<file path="config.mk">
export PLATFORM = sky130hd
export DESIGN_NAME = cmd_response_tx
export DESIGN_NICKNAME = d
export VERILOG_FILES = /design/src/rtl/cmd_response_tx.sv
export SDC_FILE = /design/constraint.sdc
export NUM_CORES = 1
export LEC_CHECK = 0
export CORE_MARGIN = 3
export CORE_UTILIZATION = 41
export DETAILED_ROUTE_END_ITERATION = 10
export PLACE_DENSITY = 0.67
export SLEW_MARGIN = 20
export SYNTH_ARGS = -nofsm -noshare
export SYNTH_HDL_FRONTEND = slang
export SYNTH_SLANG_ARGS = --single-unit
</file>
<file path="constraint.sdc">
create_clock -name clk -period 3.25 [get_ports clk]
set_input_delay 0.65 -clock clk [delete_from_list [all_inputs] [get_ports clk]]
set_output_delay 0.65 -clock clk [all_outputs]
set_load 0.02 [all_outputs]
</file>
<file path="src/rtl/cmd_response_tx.sv">
// cmd_response_tx
// Response transmitter that sits after the command front-end. It captures the
// command serial number (CSN) and command code (CC) from the receive stream,
// buffers the handler's payload words, and on cmd_done / cmd_illegal emits one
// AXI-Stream frame: RSN, RC, RDC, RD1..RDn.
//
// Optional build macro: CMD_RESP_CHECKSUM_EN appends an XOR checksum word
// covering every earlier word of the frame; tx_tlast then moves to that word.
//
// Ports:
//   clk, reset_n            clock, asynchronous active-low reset
//   rx_tdata                receive-stream data beat
//   ser_num_le, command_le  latch rx_tdata as CSN / CC
//   pl_wr, pl_data          payload word write from the command handler
//   cmd_done, cmd_illegal   one-cycle frame triggers (illegal has priority)
//   tx_tdata/tvalid/tready/tlast/tkeep  32-bit AXI-Stream transmit side
//   csn, cc                 latched serial number / command code
//   resp_busy               frame being built or sent
//   pl_overflow             sticky payload-drop flag, cleared at end of frame
module cmd_response_tx #(
  parameter int PAYLOAD_DEPTH = 16,
  parameter int ILLEGAL_BIT   = 31,
  parameter int OVERFLOW_BIT  = 30
) (
  input  logic        clk,
  input  logic        reset_n,
  input  logic [31:0] rx_tdata,
  input  logic        ser_num_le,
  input  logic        command_le,
  input  logic        pl_wr,
  input  logic [31:0] pl_data,
  input  logic        cmd_done,
  input  logic        cmd_illegal,
  output logic [31:0] tx_tdata,
  output logic        tx_tvalid,
  input  logic        tx_tready,
  output logic        tx_tlast,
  output logic [3:0]  tx_tkeep,
  output logic [31:0] csn,
  output logic [31:0] cc,
  output logic        resp_busy,
  output logic        pl_overflow
);

  localparam int AW = $clog2(PAYLOAD_DEPTH);
  localparam int CW = $clog2(PAYLOAD_DEPTH + 1);
  localparam logic [CW-1:0] DEPTH_C = CW'(PAYLOAD_DEPTH);

  typedef enum logic [2:0] {
    IDLE, START, SEND_RSN, SEND_RC, SEND_RDC, SEND_DATA, SEND_CSUM, DONE
  } state_t;

`ifdef CMD_RESP_CHECKSUM_EN
  localparam state_t AFTER_DATA = SEND_CSUM;
`else
  localparam state_t AFTER_DATA = DONE;
`endif

  state_t        state, state_nxt;
  logic [31:0]   mem [PAYLOAD_DEPTH];
  logic [CW-1:0] pl_cnt, rdc, rd_idx;
  logic [31:0]   hdr_rsn, hdr_rc, csum;
  logic          illegal_q;
  logic          hs, trigger, last_data, pl_store;

  assign hs        = tx_tvalid & tx_tready;
  assign trigger   = (state == IDLE) & (cmd_done | cmd_illegal);
  assign last_data = (rd_idx == (rdc - CW'(1)));
  assign pl_store  = pl_wr & (state == IDLE) & (pl_cnt < DEPTH_C);
  assign tx_tkeep  = 4'b1111;
  assign resp_busy = (state != IDLE);

  always_ff @(posedge clk or negedge reset_n) begin
    if (!reset_n) state <= IDLE;
    else          state <= state_nxt;
  end

  always_comb begin
    state_nxt = state;
    case (state)
      IDLE:      if (trigger) state_nxt = START;
      START:     state_nxt = SEND_RSN;
      SEND_RSN:  if (hs) state_nxt = SEND_RC;
      SEND_RC:   if (hs) state_nxt = SEND_RDC;
      SEND_RDC:  if (hs) state_nxt = (rdc != '0) ? SEND_DATA : AFTER_DATA;
      SEND_DATA: if (hs && last_data) state_nxt = AFTER_DATA;
      SEND_CSUM: if (hs) state_nxt = DONE;
      DONE:      state_nxt = IDLE;
      default:   state_nxt = IDLE;
    endcase
  end

  // Output words are driven from the frame snapshot, so they hold steady
  // under backpressure and drop to zero as soon as reset forces IDLE.
  always_comb begin
    tx_tvalid = 1'b0;
    tx_tdata  = '0;
    tx_tlast  = 1'b0;
    case (state)
      SEND_RSN: begin
        tx_tvalid = 1'b1;
        tx_tdata  = hdr_rsn;
      end
      SEND_RC: begin
        tx_tvalid = 1'b1;
        tx_tdata  = hdr_rc;
      end
      SEND_RDC: begin
        tx_tvalid = 1'b1;
        tx_tdata  = {{(32-CW){1'b0}}, rdc};
        tx_tlast  = (rdc == '0) && (AFTER_DATA == DONE);
      end
      SEND_DATA: begin
        tx_tvalid = 1'b1;
        tx_tdata  = mem[rd_idx[AW-1:0]];
        tx_tlast  = last_data && (AFTER_DATA == DONE);
      end
      SEND_CSUM: begin
        tx_tvalid = 1'b1;
        tx_tdata  = csum;
        tx_tlast  = 1'b1;
      end
      default: ;
    endcase
  end

  // Control state: latches, payload count, overflow flag, read index.
  always_ff @(posedge clk or negedge reset_n) begin
    if (!reset_n) begin
      csn         <= '0;
      cc          <= '0;
      pl_cnt      <= '0;
      pl_overflow <= 1'b0;
      illegal_q   <= 1'b0;
      rdc         <= '0;
      rd_idx      <= '0;
    end else begin
      if (ser_num_le) csn <= rx_tdata;
      if (command_le) cc  <= rx_tdata;
      if (trigger) illegal_q <= cmd_illegal;
      if (state == START) begin
        rdc    <= illegal_q ? '0 : pl_cnt;
        rd_idx <= '0;
      end
      if ((state == SEND_DATA) && hs) rd_idx <= rd_idx + CW'(1);
      if (state == DONE) begin
        pl_cnt      <= '0;
        pl_overflow <= 1'b0;
      end
      // A word dropped in DONE still marks overflow for the next frame.
      if (pl_store)   pl_cnt      <= pl_cnt + CW'(1);
      else if (pl_wr) pl_overflow <= 1'b1;
    end
  end

  // Frame data: payload buffer, header snapshot, running checksum.
  always_ff @(posedge clk) begin
    if (pl_store) mem[pl_cnt[AW-1:0]] <= pl_data;
    if (state == START) begin
      hdr_rsn <= csn;
      hdr_rc  <= cc;
      if (illegal_q)   hdr_rc[ILLEGAL_BIT]  <= 1'b1;
      if (pl_overflow) hdr_rc[OVERFLOW_BIT] <= 1'b1;
      csum    <= '0;
    end else if (hs) begin
      csum <= csum ^ tx_tdata;
    end
  end

endmodule
</file>
# --- Word-level counts from Yosys, hierarchy flattened ---
# Memory sizes are Yosys's and may differ from the RTL's.
# Cells that the tools add are included.
word_totals:
  reg_bits: 180
  ramBits: 512
  in_bits: 72
  output_inout_bits: 104
  wordCells: 69
  mem_count: 1
mem_list:
  columns: ["name", "words", "width", "rd", "rd_clocked_by_memory_dff", "wr", "line", "text"]
  rows:
  - ["mem", 16, 32, 1, 0, 1, "60", "logic [31:0] mem [PAYLOAD_DEPTH];"]
op_classes:
  addsub: 3
  n_lt_le_gt_ge: 1
  n_eq_ne: 14
  mux: 21
  bitwise: 6
  reduce_logical: 10
ops:
  columns: ["op", "count"]
  rows:
  - ["32-bit one-hot mux with 5 select lines", 1]
  - ["32-bit bitwise XOR", 1]
  - ["5-bit two-way mux", 5]
  - ["3-bit one-hot mux with 8 select lines", 1]
  - ["3-bit two-way mux", 6]
  - ["3-bit equality test (second input constant)", 4]
  - ["2-bit != test (second input constant)", 6]
  - ["5-bit by 1-bit adder with 5-bit output (second input constant)", 2]
  - ["3-bit by 2-bit equality test with 1-bit output (second input constant)", 2]
  - ["1-bit two-way mux", 6]
  - ["6-bit AND reduction", 1]
  - ["5-bit equality test", 1]
  - ["5-bit zero test", 1]
  - ["5-bit < comparator (second input constant)", 1]
  - ["5-bit nonzero test", 1]
  - ["5-bit OR reduction", 1]
  - ["5-bit by 1-bit subtractor with 5-bit output (second input constant)", 1]
  - ["1-bit AND", 4]
  - ["2-bit nonzero test", 2]
  - ["3-bit by 1-bit equality test with 1-bit output (second input constant)", 1]
  - ["3-bit zero test", 1]
  - ["1-bit one-hot mux with 3 select lines", 1]
  - ["3-bit nonzero test", 1]
  - ["1-bit logical AND", 2]
  - ["2 further kinds", 2]

# --- Logic depth before layout (Yosys ltp) ---
depth:
  ltp_word: 7
  depth_mapped: 10
  ltp_nobuf: 7

# --- Worst setup path after synthesis ---
# No wires, ideal clock.
synth_timing:
  kind: "reg2reg"
  from: "reg state[2]"
  to: "reg rd_idx[2]"
  setup_ns: 0.144
  t_arrival_ns: 2.834
  required_ns: 3.106
  slack_ns: 0.272
  path_stages_with_launch: 9
  n_path_buf: 3
  synth_period_minus_slack_ns: 2.978
  path_cell_list: "dfrtp_1 -> buf_2 -> buf_2 -> nand2b_1 -> clkbuf_1 -> inv_1 -> nor2_1 -> o21ai_0 -> o21ai_0"
synth_via:
  elab_chain_cells: 6
  elab_cells_between_ends: 12
  cone_classes: "eq/ne (6); mux (2); bitwise (1); reduce/logical (3)"
synth_lines:
  columns: ["element", "line", "text"]
  rows:
  - ["from (decl)", "59", "state_t state, state_nxt;"]
  - ["from (signal assigned)", "75", "else state <= state_nxt;"]
  - ["3-bit equality test, or another cell as far along", "99, 145", null]
  - ["5-bit OR reduction (no line)", null, null]
  - ["1-bit two-way mux", "99", "case (state)"]
  - ["1-bit AND", "66", "assign hs = tx_tvalid & tx_tready;"]
  - ["1-bit logical AND", "145", "if ((state == SEND_DATA) && hs) rd_idx <= rd_idx + CW'(1);"]
  - ["5-bit two-way mux / 2-bit nonzero test (equally long branches)", null, null]
  - ["to (signal assigned)", "145", null]
  - ["to (decl)", "61", "logic [CW-1:0] pl_cnt, rdc, rd_idx;"]
# Several ways; a longest one is shown, not always the timed one.
# A chain may end at the register's enable or synchronous reset.

# --- Worst setup path in the final report ---
layout_timing:
  from: "reg rd_idx[0]"
  to: "out tx_tdata[20]"
layout_via:
  elab_chain_cells: 2
layout_lines:
  columns: ["element", "line", "text"]
  rows:
  - ["memory 16 x 32 bit", null, null]
  - ["32-bit one-hot mux with 5 select lines", "99", null]
  - ["to (decl)", "34", "output logic [31:0] tx_tdata,"]
# No other way between the ends.

==> flow_summary.rst <==
.. list-table::
   :header-rows: 1

   * - Metric
     - Value
   * - Number of placement rows
     - between 90 and 100
   * - CORE AREA
     - about 0.068 mm^2
   * - Maximum buffer depth of the clock tree
     - 3
   * - Growth of design area from synthesis to finish
     - 25.28%
   * - Clock skew after layout
     - 18.70 ps
   * - Data arrival time of the worst path
     - 2780 ps
   * - Post-synthesis instance area
     - 0.02810 mm^2
   * - Worst reg2reg endpoint
     - mem[15][29]$_DFFE_PP_
   * - Area share of the largest cell type after synthesis
     - 61.56%
   * - Count of flip-flops with a built-in enable after synthesis
     - around 580
   * - Nets@finish
     - 2,018
   * - Largest voltage drop on the vdd net
     - 0.5831 mV
   * - Critical path launch point
     - rd_idx[0]$_DFFE_PN0P_
   * - Final critical-path setup slack
     - -179.7 ps
   * - Worst slew margin relative to its limit
     - 35.26%
   * - Depth of the CTS H-tree
     - 3
   * - TritonCTS Sinks
     - between 600 and 700
   * - Count of final hold-check violations
     - 0
   * - Final cell count without fillers
     - 2,872
   * - Skew-Pair Late Insertion Delay
     - 610 ps
   * - Routed vias/inst
     - 5.784
   * - Highest signal layer in the routed design
     - met5
   * - Placed cell count
     - ~2,700
   * - Detailed-placement wirelength estimate
     - 44,770 um
   * - Die Outline Area
     - between 0.07 and 0.08 mm^2
   * - Leakage component of the power
     - 11.85 nW
   * - Max Fclk
     - around 300 MHz
   * - Hold crit path type
     - in2async
   * - Routed length on met2
     - between 30,000 and 40,000 um
   * - Most used flip-flop cell after synthesis
     - sky130_fd_sc_hd__edfxtp_1
   * - Global-route wire length before repair
     - 111,100 um
   * - Maximum number of pins on one net before global-route repair
     - 54
   * - Number of warnings printed during yosys synthesis
     - 0
   * - Number of nets with antenna violations after detailed routing
     - 0
   * - Final Max Slew Viols
     - 0
   * - Detailed Route WL
     - 77,070 um
   * - Met1 Routed Length
     - slightly above 30,000 um
   * - Total routing usage reported by global routing
     - 21.22%
   * - Critical Path Source Type
     - flip-flop
   * - Die Height
     - 267.8 um
   * - Number of buffer cells added on primary ports
     - 171
   * - Endpoint of the most critical setup path
     - tx_tdata[20]
   * - Run status
     - finished, violations left
   * - Cell type with the highest aggregate area in the netlist
     - sky130_fd_sc_hd__edfxtp_1
   * - Average footprint of a synthesized cell
     - approximately 17 um^2
   * - Maximum fanout encountered on the critical timing path
     - 7
   * - Critical path capture point type
     - output port
   * - Avg WL per Cell
     - between 20 and 30 um
   * - Count of cell instances traversed by the critical path
     - 9
   * - Cts bufs inserted
     - 70
   * - Drt initial violations
     - about 1,500
   * - Reg-to-reg slack, setup
     - between 500 and 600 ps
   * - Routed via count
     - 16,610
   * - Async S/R FF share, synth
     - 12.14%
   * - Drt pass-1 iters
     - 5
   * - Delay of the slowest cell on the worst path
     - ~540 ps
   * - Filler cells
     - about 5,300
   * - Final count of negative-setup-slack endpoints
     - 32
   * - Worst reg-to-reg path cell count
     - 8
   * - Number of instances in the synthesized netlist
     - 1,656
   * - Cell type of the slowest stage on the worst timing path
     - sky130_fd_sc_hd__dfrtp_4
   * - Number of global-route vias before repair
     - between 15,000 and 20,000
   * - Detailed-routed wire length on met3
     - 6002 um
   * - GRT overflow
     - 0
   * - Ordered cell list for the critical path
     - buf_12 > bufbuf_16 > clkbuf_16 > mux2i_1 > a22o_1 > nor4b_2 > a21oi_1 > o21ai_2 > buf_6
   * - Req. time, crit path
     - about 2600 ps
   * - Worst path top cell family by delay
     - buffers and inverters
   * - Number of remaining DRC errors
     - 0
   * - Setup repair after global routing missed its margin
     - yes
   * - Actual slew at the worst max-slew pin
     - ~970 ps
   * - Die width
     - approximately 270 um
   * - Count of different cell masters after synthesis
     - 55
   * - Count of buffering cells on the critical path with inverters included
     - 4
   * - Root Driver
     - sky130_fd_sc_hd__clkbuf_16
   * - Power per unit of standard cell area
     - between 700 and 800 mW/mm^2
   * - Part of the cycle the worst path needs
     - 105.5%
   * - Fraction of layout instances using a drive strength above 1
     - 26.89%
   * - Max-cap check violation count
     - 0
   * - # IOs
     - 176
   * - Violations in the final reports
     - negative setup slack
   * - Path type of the worst setup path
     - reg2out
   * - CTS tree
     - done
   * - Initial antenna violation count
     - 3
   * - Crit path time final
     - 3430 ps
   * - Initial cell density of the core
     - 41.62%
   * - Cell types occupying the most area after synthesis
     - sky130_fd_sc_hd__edfxtp_1 62%, sky130_fd_sc_hd__dfrtp_1 7.5%, sky130_fd_sc_hd__mux2i_1 6.4%, sky130_fd_sc_hd__mux4_2 5.1%, sky130_fd_sc_hd__mux2_2 3.7%
   * - Part of the Yosys area used for sequential elements
     - 71.32%
   * - Worst R2R Start
     - state[1]$_DFFE_PN0P_
   * - Hold slack final
     - 127.1 ps
   * - Global placement routability congestion
     - 0.7999
   * - Clock Pin Slew Worst Setup and Hold Paths
     - 70 ps
   * - Flip-flop and latch count after synthesis
     - 692
[cell type report]
type	instances	area (um^2)	area share (%)
Timing Repair Buffer	312	3746	10.64
Tap cell	873	1092	3.103
Multi-Input combinational cell	856	8001	22.73
Clock buffer	105	2068	5.876
Sequential cell	692	20050	56.96
Inverter	8	30.03	0.08531
Antenna cell	2	5.005	0.01422
Clock inverter	24	205.2	0.5830
[sequential cells by signal (all words and copies together) (netlist names)]
signal / flops
pl_overflow: 1
mem: 512
pl_cnt: 5
csn: 32
rd_idx: 5
csum: 32
hdr_rsn: 32
hdr_rc: 32
state: 3
cc: 32
illegal_q: 1
rdc: 5
[cell families after synthesis]
kind of cell | share of synthesized area, %
xor+xnor | 0.2984
flops | 71.32
mux | 15.19
other cells | 0.01335
compound gates | 5.531
buf+inv | 1.910
fa+ha+maj | 0.2672
simple gates | 5.464
[stage by stage]
step | utilization [%] | worst slack, ps | instance area (um^2) | TNS [ps] | power, mW
after global routing | 52.13 | -275.9 | 35200 | -6510 | 28.45
after global placement | 46.74 | -45.46 | 31560 | -150.0 | 18.17
after detailed placement | 46.74 | -72.13 | 31560 | -241.1 | 18.30
final | 52.13 | -179.7 | 35200 | -3850 | 27.46
after floorplan | - | 271.6 | 28110 | 0 | 15.25
after CTS | 51.45 | -209.7 | 34740 | -4057 | 27.11
[how the worst min path moves through the flow]
stage                             to  slack (ps)
4_1_cts          csn[21]$_DFFE_PN0P_         140
2_1_floorplan      cc[0]$_DFFE_PN0P_         350
6_report         csn[21]$_DFFE_PN0P_         130
3_5_place_dp   csum[22]$_SDFFE_PP0P_         460
3_3_place_gp   csum[28]$_SDFFE_PP0P_         450
5_1_grt          csn[17]$_DFFE_PN0P_         150
[per-layer routing]
metal  track usage [%]  up-vias
li1                  -     7122
met1             28.37     8596
met2             34.99      747
met3             4.102      144
met4             7.399        2
met5                 0        -
[synthesized netlist by cell type, types with 17 or more instances]
cell                        count
sky130_fd_sc_hd__nand4bb_1     21
sky130_fd_sc_hd__o21ai_1       30
sky130_fd_sc_hd__a21oi_1       28
sky130_fd_sc_hd__nor4b_1       22
sky130_fd_sc_hd__nand2_1      135
sky130_fd_sc_hd__o211ai_1      21
sky130_fd_sc_hd__nor2b_1       25
sky130_fd_sc_hd__a22o_1        23
sky130_fd_sc_hd__a22oi_1       24
sky130_fd_sc_hd__mux2_2        92
sky130_fd_sc_hd__buf_1         18
sky130_fd_sc_hd__nor2_1        17
sky130_fd_sc_hd__dfxtp_1       32
sky130_fd_sc_hd__o2bb2ai_1     27
sky130_fd_sc_hd__a211oi_1      21
sky130_fd_sc_hd__and2_1        17
sky130_fd_sc_hd__dfrtp_1       84
sky130_fd_sc_hd__mux4_2        64
sky130_fd_sc_hd__mux2i_1      179
sky130_fd_sc_hd__clkbuf_1      41
sky130_fd_sc_hd__edfxtp_1     576
sky130_fd_sc_hd__buf_2         27
[power breakdown]
group / leakage (nW) / internal (mW) / total [mW] / switching [mW]
sequential: 6.46 / 10.4 / 10.8 / 0.418
combinational: 4.26 / 4.06 / 8.65 / 4.59
clock: 1.12 / 4.65 / 7.98 / 3.33
[repair_timing]
action / 4_1_cts / 5_1_grt
gates resized for setup: 214 / 70
buffers inserted: 26 / 20
pin swaps: 28 / 32
cloned: 12 / 2
hold buffers: 0 / 0
endpoints found under the setup margin: 33 / 34
[layout by cell type (no fill, tap or decap), types with 18 or more instances in the layout]
cell	n
sky130_fd_sc_hd__a211oi_1	19
sky130_fd_sc_hd__a22o_1	23
sky130_fd_sc_hd__a22oi_1	18
sky130_fd_sc_hd__buf_12	43
sky130_fd_sc_hd__buf_4	78
sky130_fd_sc_hd__buf_6	32
sky130_fd_sc_hd__clkbuf_1	21
sky130_fd_sc_hd__clkbuf_16	76
sky130_fd_sc_hd__clkdlybuf4s50_1	134
sky130_fd_sc_hd__dfrtp_1	77
sky130_fd_sc_hd__dfxtp_1	32
sky130_fd_sc_hd__edfxtp_1	576
sky130_fd_sc_hd__mux2_2	80
sky130_fd_sc_hd__mux2i_1	173
sky130_fd_sc_hd__mux4_2	64
sky130_fd_sc_hd__nand2_1	133
sky130_fd_sc_hd__nand4bb_1	21
sky130_fd_sc_hd__nor2b_1	22
sky130_fd_sc_hd__o211ai_1	21
sky130_fd_sc_hd__o2bb2ai_1	27
(Power assumes the default switching activity.)
